`src/rtl/fpu_pkg.sv`:
```
// fpu_pkg: shared FPU operand/opcode widths, opcode values and the arbiter owner tag type
package fpu_pkg;
    localparam int DATA_WIDTH = 32;
    localparam int INST_WIDTH = 1;
    localparam logic FPU_INST_ADD = 1'b0;
    localparam logic FPU_INST_MUL = 1'b1;
    typedef struct packed {
        logic valid;
        logic owner;
    } fpu_tag_t;
endpackage

```
`src/rtl/fpu_arb_tagpipe.sv`:
```
// fpu_arb_tagpipe: STAGES-deep shift register of {valid, owner} tags with synchronous clear
module fpu_arb_tagpipe
    import fpu_pkg::*;
#(
    parameter int STAGES = 2
) (
    input  logic     i_clk,
    input  logic     i_rst,
    input  fpu_tag_t i_tag,
    output fpu_tag_t o_pre,
    output fpu_tag_t o_last,
    output logic     o_any
);
    fpu_tag_t r_stage [STAGES];
    always_ff @(posedge i_clk) begin
        if (i_rst) begin
            for (int k = 0; k < STAGES; k++) r_stage[k] <= '0;
        end else begin
            r_stage[0] <= i_tag;
            for (int k = 1; k < STAGES; k++) r_stage[k] <= r_stage[k-1];
        end
    end
    always_comb begin
        o_any = 1'b0;
        for (int k = 0; k < STAGES; k++) o_any = o_any | r_stage[k].valid;
    end
    assign o_pre  = r_stage[STAGES-2];
    assign o_last = r_stage[STAGES-1];
endmodule

```
`src/rtl/fpu_arbiter.sv`:
```
// fpu_arbiter: two-port FPU arbiter/sequencer with owner tag pipeline; define FPU_ARB_ROUND_ROBIN_EN for
// round-robin tie-breaking, otherwise requester 0 always wins a tie.
module fpu_arbiter #(
    parameter int DATA_WIDTH = fpu_pkg::DATA_WIDTH,
    parameter int INST_WIDTH = fpu_pkg::INST_WIDTH,
    parameter int FPU_LAT    = 1
) (
    input  logic                  i_clk,
    input  logic                  i_rst,
    input  logic                  i_req0_valid,
    output logic                  o_req0_ready,
    input  logic [DATA_WIDTH-1:0] i_req0_a,
    input  logic [DATA_WIDTH-1:0] i_req0_b,
    input  logic [INST_WIDTH-1:0] i_req0_inst,
    input  logic                  i_req1_valid,
    output logic                  o_req1_ready,
    input  logic [DATA_WIDTH-1:0] i_req1_a,
    input  logic [DATA_WIDTH-1:0] i_req1_b,
    input  logic [INST_WIDTH-1:0] i_req1_inst,
    output logic [DATA_WIDTH-1:0] o_fpu_a,
    output logic [DATA_WIDTH-1:0] o_fpu_b,
    output logic [INST_WIDTH-1:0] o_fpu_inst,
    output logic                  o_fpu_valid,
    input  logic [DATA_WIDTH-1:0] i_fpu_data,
    output logic                  o_resp0_valid,
    output logic                  o_resp1_valid,
    output logic [DATA_WIDTH-1:0] o_resp0_data,
    output logic [DATA_WIDTH-1:0] o_resp1_data,
    output logic                  o_busy
);
    import fpu_pkg::*;

    logic                  w_pick1;
    logic                  w_gnt0;
    logic                  w_gnt1;
    fpu_tag_t              w_tag_in;
    fpu_tag_t              w_pre;
    fpu_tag_t              w_last;
    logic [DATA_WIDTH-1:0] r_resp0_data;
    logic [DATA_WIDTH-1:0] r_resp1_data;

`ifdef FPU_ARB_ROUND_ROBIN_EN
    logic r_ptr;
    assign w_pick1 = i_req1_valid & (~i_req0_valid | r_ptr);
    // pointer names the port favoured on the next tie: the one not granted last
    always_ff @(posedge i_clk) begin
        if (i_rst) r_ptr <= 1'b0;
        else if (w_gnt0 | w_gnt1) r_ptr <= w_gnt0;
    end
`else
    assign w_pick1 = i_req1_valid & ~i_req0_valid;
`endif

    assign w_gnt1       = ~i_rst & w_pick1;
    assign w_gnt0       = ~i_rst & i_req0_valid & ~w_pick1;
    assign o_req0_ready = w_gnt0;
    assign o_req1_ready = w_gnt1;
    assign o_fpu_valid  = w_gnt0 | w_gnt1;
    assign o_fpu_a      = w_gnt1 ? i_req1_a : w_gnt0 ? i_req0_a : '0;
    assign o_fpu_b      = w_gnt1 ? i_req1_b : w_gnt0 ? i_req0_b : '0;
    assign o_fpu_inst   = w_gnt1 ? i_req1_inst : w_gnt0 ? i_req0_inst : INST_WIDTH'(FPU_INST_ADD);
    assign w_tag_in     = {o_fpu_valid, w_gnt1};

    fpu_arb_tagpipe #(.STAGES(FPU_LAT + 1)) u_tags (
        .i_clk  (i_clk),
        .i_rst  (i_rst),
        .i_tag  (w_tag_in),
        .o_pre  (w_pre),
        .o_last (w_last),
        .o_any  (o_busy)
    );

    // the penultimate tag lines up with the FPU result; the last tag strobes the captured result
    always_ff @(posedge i_clk) begin
        if (i_rst) begin
            r_resp0_data <= '0;
            r_resp1_data <= '0;
        end else if (w_pre.valid) begin
            if (w_pre.owner) r_resp1_data <= i_fpu_data;
            else r_resp0_data <= i_fpu_data;
        end
    end

    assign o_resp0_valid = w_last.valid & ~w_last.owner;
    assign o_resp1_valid = w_last.valid & w_last.owner;
    assign o_resp0_data  = r_resp0_data;
    assign o_resp1_data  = r_resp1_data;
endmodule

```
`config.mk`:
```
export PLATFORM = sky130hd
export DESIGN_NAME = fpu_arbiter
export DESIGN_NICKNAME = d
export VERILOG_FILES = /design/src/rtl/fpu_pkg.sv /design/src/rtl/fpu_arb_tagpipe.sv /design/src/rtl/fpu_arbiter.sv
export SDC_FILE = /design/constraint.sdc
export NUM_CORES = 1
export LEC_CHECK = 0
export CORE_AREA = 2 2 117 119
export CTS_BUF_LIST = sky130_fd_sc_hd__clkbuf_4
export CTS_CLUSTER_SIZE = 20
export DETAILED_ROUTE_END_ITERATION = 12
export DIE_AREA = 0 0 119 121
export PLACE_DENSITY = 0.71
export SYNTH_ARGS = -nofsm -noshare
export SYNTH_HDL_FRONTEND = slang
export SYNTH_HIERARCHICAL = 1
export SYNTH_SLANG_ARGS = --single-unit
```
`constraint.sdc`:
```
create_clock -name i_clk -period 2.7 [get_ports i_clk]
set_clock_uncertainty 0.05 [all_clocks]
set_input_delay 0.54 -clock i_clk [delete_from_list [all_inputs] [get_ports i_clk]]
set_output_delay 0.54 -clock i_clk [all_outputs]
set_load 0.05 [all_outputs]
```
==> impl_metrics.yaml <==
hold_path:
  hold_class: "reg2reg"
  hp-start: "o_resp0_data[31]"
  min_to: "o_resp0_data[31]"
  hold_path_depth: 2
floorplanning:
  die_area_sq_um: 14400
  core-area_sq_um: 13100
  io_pins: 301
  placementRows: 42
  die_y_microns: 121
  die_w_microns: 119
  start_util_pct: 27.8
cells_and_area:
  final_cells: 811
  final_area_sq_um: 7510
  drive_above_1_share_pct: 15.0
  fin_util_pct: 57.4
  antenna-diode-count: 0
  area_delta_synth_final_pct: 107
  layout.nets: 796
power_and_ir_drop:
  p_per_area_nw_per_um2: 376
  switchingPower_mw: 0.926
  p_leak_nw: 2.87
  pwr-share-clk_pct: 22.3
  total_power_mw: 2.83
  combPwrFrac_pct: 40.7
  switching_share_pct: 32.7
  peakVddDrop_mv: 0.188
  p_int_mw: 1.90
  seqPwrFrac_pct: 37.0
clock_tree:
  cts_sinks: 68
  postCtsSetupBuffers: 0
  htreeDepth: 3
  clkSlewWorstSetupHoldPaths_ns: 0.10
  cts_tree: "done"
  cts_buffers: 9
  clock_path_buffers: 2
  ctsHoldBuffers: 0
  cts_root_buf: "clkbuf_4"
  clk_latency_ns: 0.39
  cts_resized: 0
detailed_routing:
  wl_per_cell_microns: 19.8
  drc: 0
  ant_nets: 0
  wirelength_microns: 16100
  drt_iter0_drc: 182
  num_vias: 3906
  via_per_inst: 4.82
  firstDrtPassIters: 5
sta:
  worst_slew_pin_slew_ns: 0.730
  fmaxAchievable_mhz: 388
  period_minus_slack_ns: 2.58
  fin_setup_tns_ns: 0
  finalWorstSetupSlack_ns: 0.123
  finalSetupViolCount: 0
  slew_violations: 0
  whs_ns: 0.427
  final.period_utilization_pct: 95.4
  max_slew_margin_pct: 51.2
  hold_viol: 0
  rsz0062_at_grt: "false"
logic_synthesis:
  yosysWarnings: 6
  synth_mux_area_share_pct: 17.6
  syn_area_sq_um: 3630
  synth.distinct_cells: 17
  synthAdderAreaFrac_pct: 0
  avgSynthCellArea_sq_um: 10.4
  ys_seq_area_share_pct: 37.5
  synth_compound_area_share_pct: 17.9
  synthSimpleGateAreaFrac_pct: 19.4
  synth_top_family_by_area: "simple AND/OR/NAND/NOR gates"
  syn-num-nets: 514
  synth_seq_cells: 68
  synth-xor-area-share_pct: 0
  synth_cells: 348
worst_setup_path:
  cp_top_family: "buffers and inverters"
  crit_fanout: 45
  r2r_setup_slack_ns: 0.98
  slowest_delay_ns: 0.55
  worst-endpoint-required_ns: 2.11
  crit_path_top_delay_cell: "clkdlybuf4s50_1"
  cp_cell_sequence: "clkdlybuf4s50_1, nor2b_4, buf_12, a32o_1, buf_12"
  startpoint: "i_req0_valid"
  arrival_ns: 1.99
  worst-path-buf-inv: 3
  cp-start-kind: "input port"
  r2r_cells: 3
  setup.worst_path.end_class: "primary output"
  path_common_cell: "buf_12"
  r2r_end: "o_resp1_data[29]"
  worstSetupPathType: "in2out"
  timing.rr.start: "u_tags/r_stage[0][1]"
grt:
  grt_pass1_vias: 3973
  grt_pass1_wl_microns: 23300
  grt_max_degree: 69
  grt.total_usage_pct: 21.5
  antenna_found_initial: 1
  grt_remaining_overflow: 0
placed_design:
  gp_congestion: 1.03
  dp_slack_ns: 0.129
  io_buffers: 300
  placed_cells: 795
  place_area_sq_um: 7380
  post-dp-hpwl_microns: 13100
flow_run:
  cap_viol_max_count: 0
run_status:
  status: "completed"
power groups by stage:
stage | Sequential, mW | Clock (mW) | Combinational [mW]
after CTS | 1.05 | 0.663 | 1.16
final | 1.05 | 0.632 | 1.15
after detailed placement | 1.07 | 0 | 1.15
after floorplan | 1.15 | 0 | 0.440
after global routing | 1.05 | 0.708 | 1.19
after global placement | 1.07 | 0 | 1.15
worst max path at each step:
stage                        to  slack (ns)  depth (start not counted)
finish               o_fpu_b[4]        0.12                          5
global route        o_fpu_a[29]        0.05                          5
CTS                  o_fpu_b[4]        0.13                          5
detailed placement   o_fpu_b[4]        0.13                          5
global placement    o_fpu_a[29]        0.11                          5
floorplan           o_fpu_b[22]        0.49                          4
worst register-to-register path, cell delays in order (launching register included):
cell,delay [ns]
dfxtp_1,0.42
and2_1,0.59
buf_4,0.35
mux2i_1,0.23
logic make-up (layout without fill, tap and decap cells):
group	Yosys count	count (layout)
simple gates	112	112
mux	64	64
buf+inv	39	326
flops	68	68
compound gates	65	65
layout make-up:
type,instances,area (sq um)
fillers,1097,5570
repair buffers,309,3800
multi-input cells,241,2000
flip-flops and latches,68,1360
well taps,176,220
clock buffers,10,75.1
clock inverters,6,55.1
inverters,1,3.75
metal layers:
metal	vias to the layer above	global-route usage [%]	routed length (microns)
li1	1846	-	-
met4	2	5.58	248
met5	-	0	11
met1	1870	23.7	5990
met2	170	39.8	8490
met3	18	6.86	1320
flip-flops by register name (all words and copies together), names as in the netlist:
name,flops
u_tags/r_stage,4
o_resp1_data,32
o_resp0_data,32
cell usage after synthesis:
| cell | n | area share, % |
|---|---|---|
| nand2b_1 | 97 | 17 |
| dfxtp_1 | 68 | 37 |
| a32o_1 | 65 | 18 |
| mux2i_1 | 64 | 18 |
| buf_6 | 13 | 4.0 |
| buf_2 | 12 | 1.7 |
| clkbuf_1 | 8 | 0.83 |
| buf_4 | 5 | 1.0 |
| nor2b_1 | 5 | 0.86 |
| and2_1 | 3 | 0.52 |
| nor2_1 | 2 | 0.21 |
| and2b_1 | 1 | 0.21 |
| inv_2 | 1 | 0.10 |
| nand2_1 | 1 | 0.10 |
| nor2b_2 | 1 | 0.24 |
| nor2b_4 | 1 | 0.38 |
| or2_1 | 1 | 0.17 |
layout by cell type, fill, tap and decap left out, types with 2 or more instances in the layout:
master           synthesis  routed
clkdlybuf4s50_1          0     231
nand2b_1                97      97
buf_12                   0      72
dfxtp_1                 68      68
a32o_1                  65      65
mux2i_1                 64      64
clkbuf_4                 0      10
nor2b_1                  5       5
buf_4                    5       5
and2_1                   3       3
nor2b_4                  1       2
nor2_1                   2       2
clkinv_2                 0       2
clkinv_1                 0       2
Note: power is estimated with default switching activity, not from simulation.
==> variant 1 (same flow settings) <==
The option `FPU_ARB_ROUND_ROBIN_EN` is turned on by a define.
--- a/src/rtl/fpu_arbiter.sv
+++ b/src/rtl/fpu_arbiter.sv
@@ -2,2 +2,4 @@
 // round-robin tie-breaking, otherwise requester 0 always wins a tie.
+`define FPU_ARB_ROUND_ROBIN_EN
+
 module fpu_arbiter #(
Formal check against the unedited RTL: not equivalent (Yosys sat finds a counterexample within 4 cycles, from zero or initial values and one cycle with i_rst high).
==> variant 1 against the unedited design <==
- fmax grew 6.5%
- routed wire length rose by 3.7%
- non-clock buffer count rose by 6
- area after synthesis decreased by 7.3%
- global-route usage up 0.79 points
- design area is 1.9% lower
- setup slack gained 0.16 ns
- power grew 1.7%
- sequential cell count rose by 1
==> variant 1: results (changes against the unedited design) <==
Global route
  – Antenna violations before repair: 0 (was 1)
  – Total Routing Usage GR: 22.3% (was 21.5%)
  – Largest net degree at the start of global routing: 55 (was 69)
  – Global-route wire length before repair: 24900 microns (was 23300 microns)

Setup path
  – Crit path from: r_ptr$_SDFFE_PP0P_ (was i_req0_valid)
  – Reg-to-Reg Start: u_tags/r_stage[0][0]$_SDFF_PP0_ (was u_tags/r_stage[0][1]$_SDFF_PP0_)
  – Critical Path AT: 1.83 ns (was 1.99 ns)
  – Reg-to-reg endpoint: o_resp1_data[13]$_SDFFE_PP0P_ (was o_resp1_data[29]$_SDFFE_PP0P_)
  – Setup crit end: o_fpu_b[28] (was o_fpu_b[4])
  – Slack of the worst reg-to-reg path: 1.10 ns (was 0.98 ns)
  – Crit path max fanout: 35 (was 45)

Synth
  – Cells after synthesis: 462 (was 348)
  – Top cells by area, synth: dfxtp_1 41%, a32oi_1 17%, nand2_1 14%, a21oi_1 9.5%, nor2_1 7.7% (was dfxtp_1 37%, a32o_1 18%, mux2i_1 18%, nand2b_1 17%, buf_6 4.0%)
  – Post-synthesis sequential area ratio: 41.0% (was 37.5%)
  – Ranking of synthesized cells by instance count: 130 x nand2_1, 69 x dfxtp_1, 69 x nor2_1 (was 97 x nand2b_1, 68 x dfxtp_1, 65 x a32o_1)
  – Syn_nets: 628 (was 514)
  – Synth unique cells: 16 (was 17)
  – Post-synthesis mux area share: 0% (was 17.6%)
  – Compound-Gate Fraction of Synth Area: 27.0% (was 17.9%)

Pwr
  – Max IR drop VDD: 0.133 mV (was 0.188 mV)
  – Static Leak: 2.63 nW (was 2.87 nW)
  – Switching fraction of total power: 36.6% (was 32.7%)

Place
  – Port Buffers: 300 (unchanged)
  – RePlAce Congestion: 0.926 (was 1.03)
  – Placed instance count: 902 (was 795)
  – DP HPWL: 13300 microns (was 13100 microns)

Layout
  – Share of post-route cells with drive strength above 1: 14.7% (was 15.0%)
  – Fin cells: 918 (was 811)

STA
  – Max_slew headroom: 26.5% (was 51.2%)

Outcome
  – Run status: completed (unchanged)

Detailed routing
  – Drt pass-1 iters: 4 (was 5)
  – First-iteration detailed-routing DRC count: 335 (was 182)
  – Routed wire per std cell: 18.1 microns (was 19.8 microns)
  – Via Count: 4562 (was 3906)
## variant 1: changes by cell type after synthesis, moves of 3 or more
cell | before | now
a21oi_1 | 0 | 64
a32oi_1 | 0 | 65
clkbuf_1 | 8 | 24
nor2_1 | 2 | 69
nand2_1 | 1 | 130
buf_6 | 13 | 3
nand2b_1 | 97 | 2
a32o_1 | 65 | 0
buf_1 | 0 | 3
mux2i_1 | 64 | 0
## variant 1: what timing repair did
item | in CTS | in global routing
endpoints found under the hold margin | 0 | 0
setup buffers | 0 | 0
endpoints found under the setup margin | 2 | 11
pin swaps | 2 | 1
resized for setup | 4 | 4
## variant 1: area by class of cell
cell class / instances / area, sq um
Clock inverter: 7 / 50.0
Fill cell: 1130 / 5720
Multi-Input combinational cell: 342 / 1790
Tap cell: 176 / 220
Sequential cell: 69 / 1380
Timing Repair Buffer: 315 / 3850
Clock buffer: 9 / 67.6
## variant 1: critical path, stage by stage (launching register included)
cell and delay, ns:
dfxtp_1 0.43, nand2b_2 0.22, buf_12 0.21, a32oi_1 0.13
nor2_1 0.26, buf_12 0.18
## variant 1: power by group through the flow
stage               Sequential, mW  Combinational [mW]  Clock, mW
floorplan                     1.17               0.459          0
global placement              1.08                1.21          0
detailed placement            1.08                1.22          0
CTS                           1.06                1.24      0.603
global route                  1.07                1.28      0.651
finish                        1.06                1.23      0.578
## variant 1: how the worst min path moves through the flow
stage / from / end / slack, ns
5_1_grt: o_resp0_data[25]$_SDFFE_PP0P_ / o_resp0_data[25]$_SDFFE_PP0P_ / 0.43
3_5_place_dp: o_resp0_data[28]$_SDFFE_PP0P_ / o_resp0_data[28]$_SDFFE_PP0P_ / 0.40
3_3_place_gp: o_resp1_data[27]$_SDFFE_PP0P_ / o_resp1_data[27]$_SDFFE_PP0P_ / 0.39
6_report: o_resp0_data[28]$_SDFFE_PP0P_ / o_resp0_data[28]$_SDFFE_PP0P_ / 0.41
4_1_cts: o_resp0_data[28]$_SDFFE_PP0P_ / o_resp0_data[28]$_SDFFE_PP0P_ / 0.41
2_1_floorplan: r_ptr$_SDFFE_PP0P_ / r_ptr$_SDFFE_PP0P_ / 0.42
## variant 1: per-layer routing
| layer | track usage [%] | wire length (microns) |
|---|---|---|
| met4 | 12.1 | 851 |
| met5 | 0 | 0 |
| met1 | 23.3 | 5980 |
| met3 | 6.34 | 1390 |
| met2 | 40.3 | 8440 |
## variant 1: through the flow
step	worst slack (ns)	instance area, sq um	total power [mW]	setup TNS [ns]	util, %
finish	0.280	7370	2.88	0	56.3
detailed placement	-0.201	7200	2.31	-0.374	55.0
global placement	-0.156	7200	2.30	-0.308	55.0
CTS	0.0100	7350	2.90	0	56.2
global route	0.205	7370	3.00	0	56.3
floorplan	0.224	3370	1.63	0	-
==> variant 2 (same flow settings) <==
Made on the original files. Set the parameter `FPU_LAT` to 2 (it was 1).
--- a/src/rtl/fpu_arbiter.sv
+++ b/src/rtl/fpu_arbiter.sv
@@ -5,3 +5,3 @@
     parameter int INST_WIDTH = fpu_pkg::INST_WIDTH,
-    parameter int FPU_LAT    = 1
+    parameter int FPU_LAT    = 2
 ) (
Function: changed (Yosys sat finds a counterexample within 4 cycles, from zero or initial values and one cycle with i_rst high).
==> variant 2 against the unedited design <==
- design area up 1.1%
- non-clock buffer count down 1
- critical path depth unchanged
- setup slack better by 0.054 ns
- routed wire length down 5.5%
- sequential cell count up 2
- power up 1.8%
- area after synthesis up 2.3%
- final cell count up 0.37%
- combinational power down 7%
- critical endpoint is now o_fpu_a[27]
==> variant 2: results (changes against the unedited design) <==
Outcome
  – Run status: completed (unchanged)

Synth
  – Syn_nets: 522 (was 514)
  – Syn_area_per_cell: 10.4 sq um (about the same)

Setup path
  – Setup crit end: o_fpu_a[27] (was o_fpu_b[4])
  – Crit path max fanout: 34 (was 45)
  – Critical Path AT: 1.93 ns (was 1.99 ns)
  – Slack of the worst reg-to-reg path: 1.29 ns (was 0.98 ns)

Layout
  – Multi-input combinational area share: 26.5% (was 26.6%)
  – # clk buffers: 11 (was 10)
  – Non-clk bufs: 308 (was 309)
  – Seq_cells: 70 (was 68)
  – Clock network area share: 2.06% (was 1.73%)
  – Design Area, Final: 7600 sq um (was 7510 sq um)
  – Share of post-route cells with drive strength above 1: 14.9% (was 15.0%)
  – Multi-input gates: 243 (was 241)
  – Fin nets: 799 (was 796)
  – Fin cells: 814 (was 811)
  – Buffering overhead: 50.0% (was 50.5%)

Place
  – RePlAce Congestion: 0.779 (was 1.03)
  – Pre-CTS setup slack: 0.163 ns (was 0.129 ns)
  – DP Area: 7440 sq um (was 7380 sq um)
  – DP HPWL: 11800 microns (was 13100 microns)

STA
  – Tcrit/Tclk final: 93.4% (was 95.4%)
  – Max_slew headroom: 51.2% (about the same)

Global route
  – Number of global-route vias before repair: 4207 (was 3973)
  – Global-route wire length before repair: 22700 microns (was 23300 microns)
  – Largest net degree at the start of global routing: 103 (was 69)

Pwr
  – Max IR drop VDD: 0.204 mV (was 0.188 mV)

Hold path
  – HP Start: u_tags/r_stage[0][0]$_SDFF_PP0_ (was o_resp0_data[31]$_SDFFE_PP0P_)
  – Worst hold path endpoint: u_tags/r_stage[0][2]$_SDFF_PP0_ (was o_resp0_data[31]$_SDFFE_PP0P_)
  – Hold Path Depth: 1 (was 2)

Clock network
  – Skew-Pair Late Insertion Delay: 0.41 ns (was 0.39 ns)

Detailed routing
  – First-iteration detailed-routing DRC count: 166 (was 182)
  – Drt pass-1 iters: 4 (was 5)
## variant 2: power groups by stage
| stage | clock, mW | combinational, mW | sequential, mW |
|---|---|---|---|
| 2_1_floorplan | 0 | 0.427 | 1.14 |
| 3_3_place_gp | 0 | 1.07 | 1.08 |
| 3_5_place_dp | 0 | 1.08 | 1.08 |
| 4_1_cts | 0.781 | 1.08 | 1.06 |
| 5_1_grt | 0.828 | 1.11 | 1.06 |
| 6_report | 0.746 | 1.07 | 1.06 |
## variant 2: cells by family after synthesis
| family | synth area share [%] |
|---|---|
| simple gates | 19.3 |
| flops | 37.7 |
| compound gates | 17.5 |
| mux | 17.2 |
| buf+inv | 8.28 |
## variant 2: metal layers
layer | track usage [%] | routed length [microns] | vias up
li1 | - | - | 1853
met1 | 20.9 | 5420 | 1843
met2 | 38.0 | 8070 | 199
met3 | 7.24 | 1210 | 27
met4 | 8.11 | 478 | 0
met5 | 0 | 0 | -
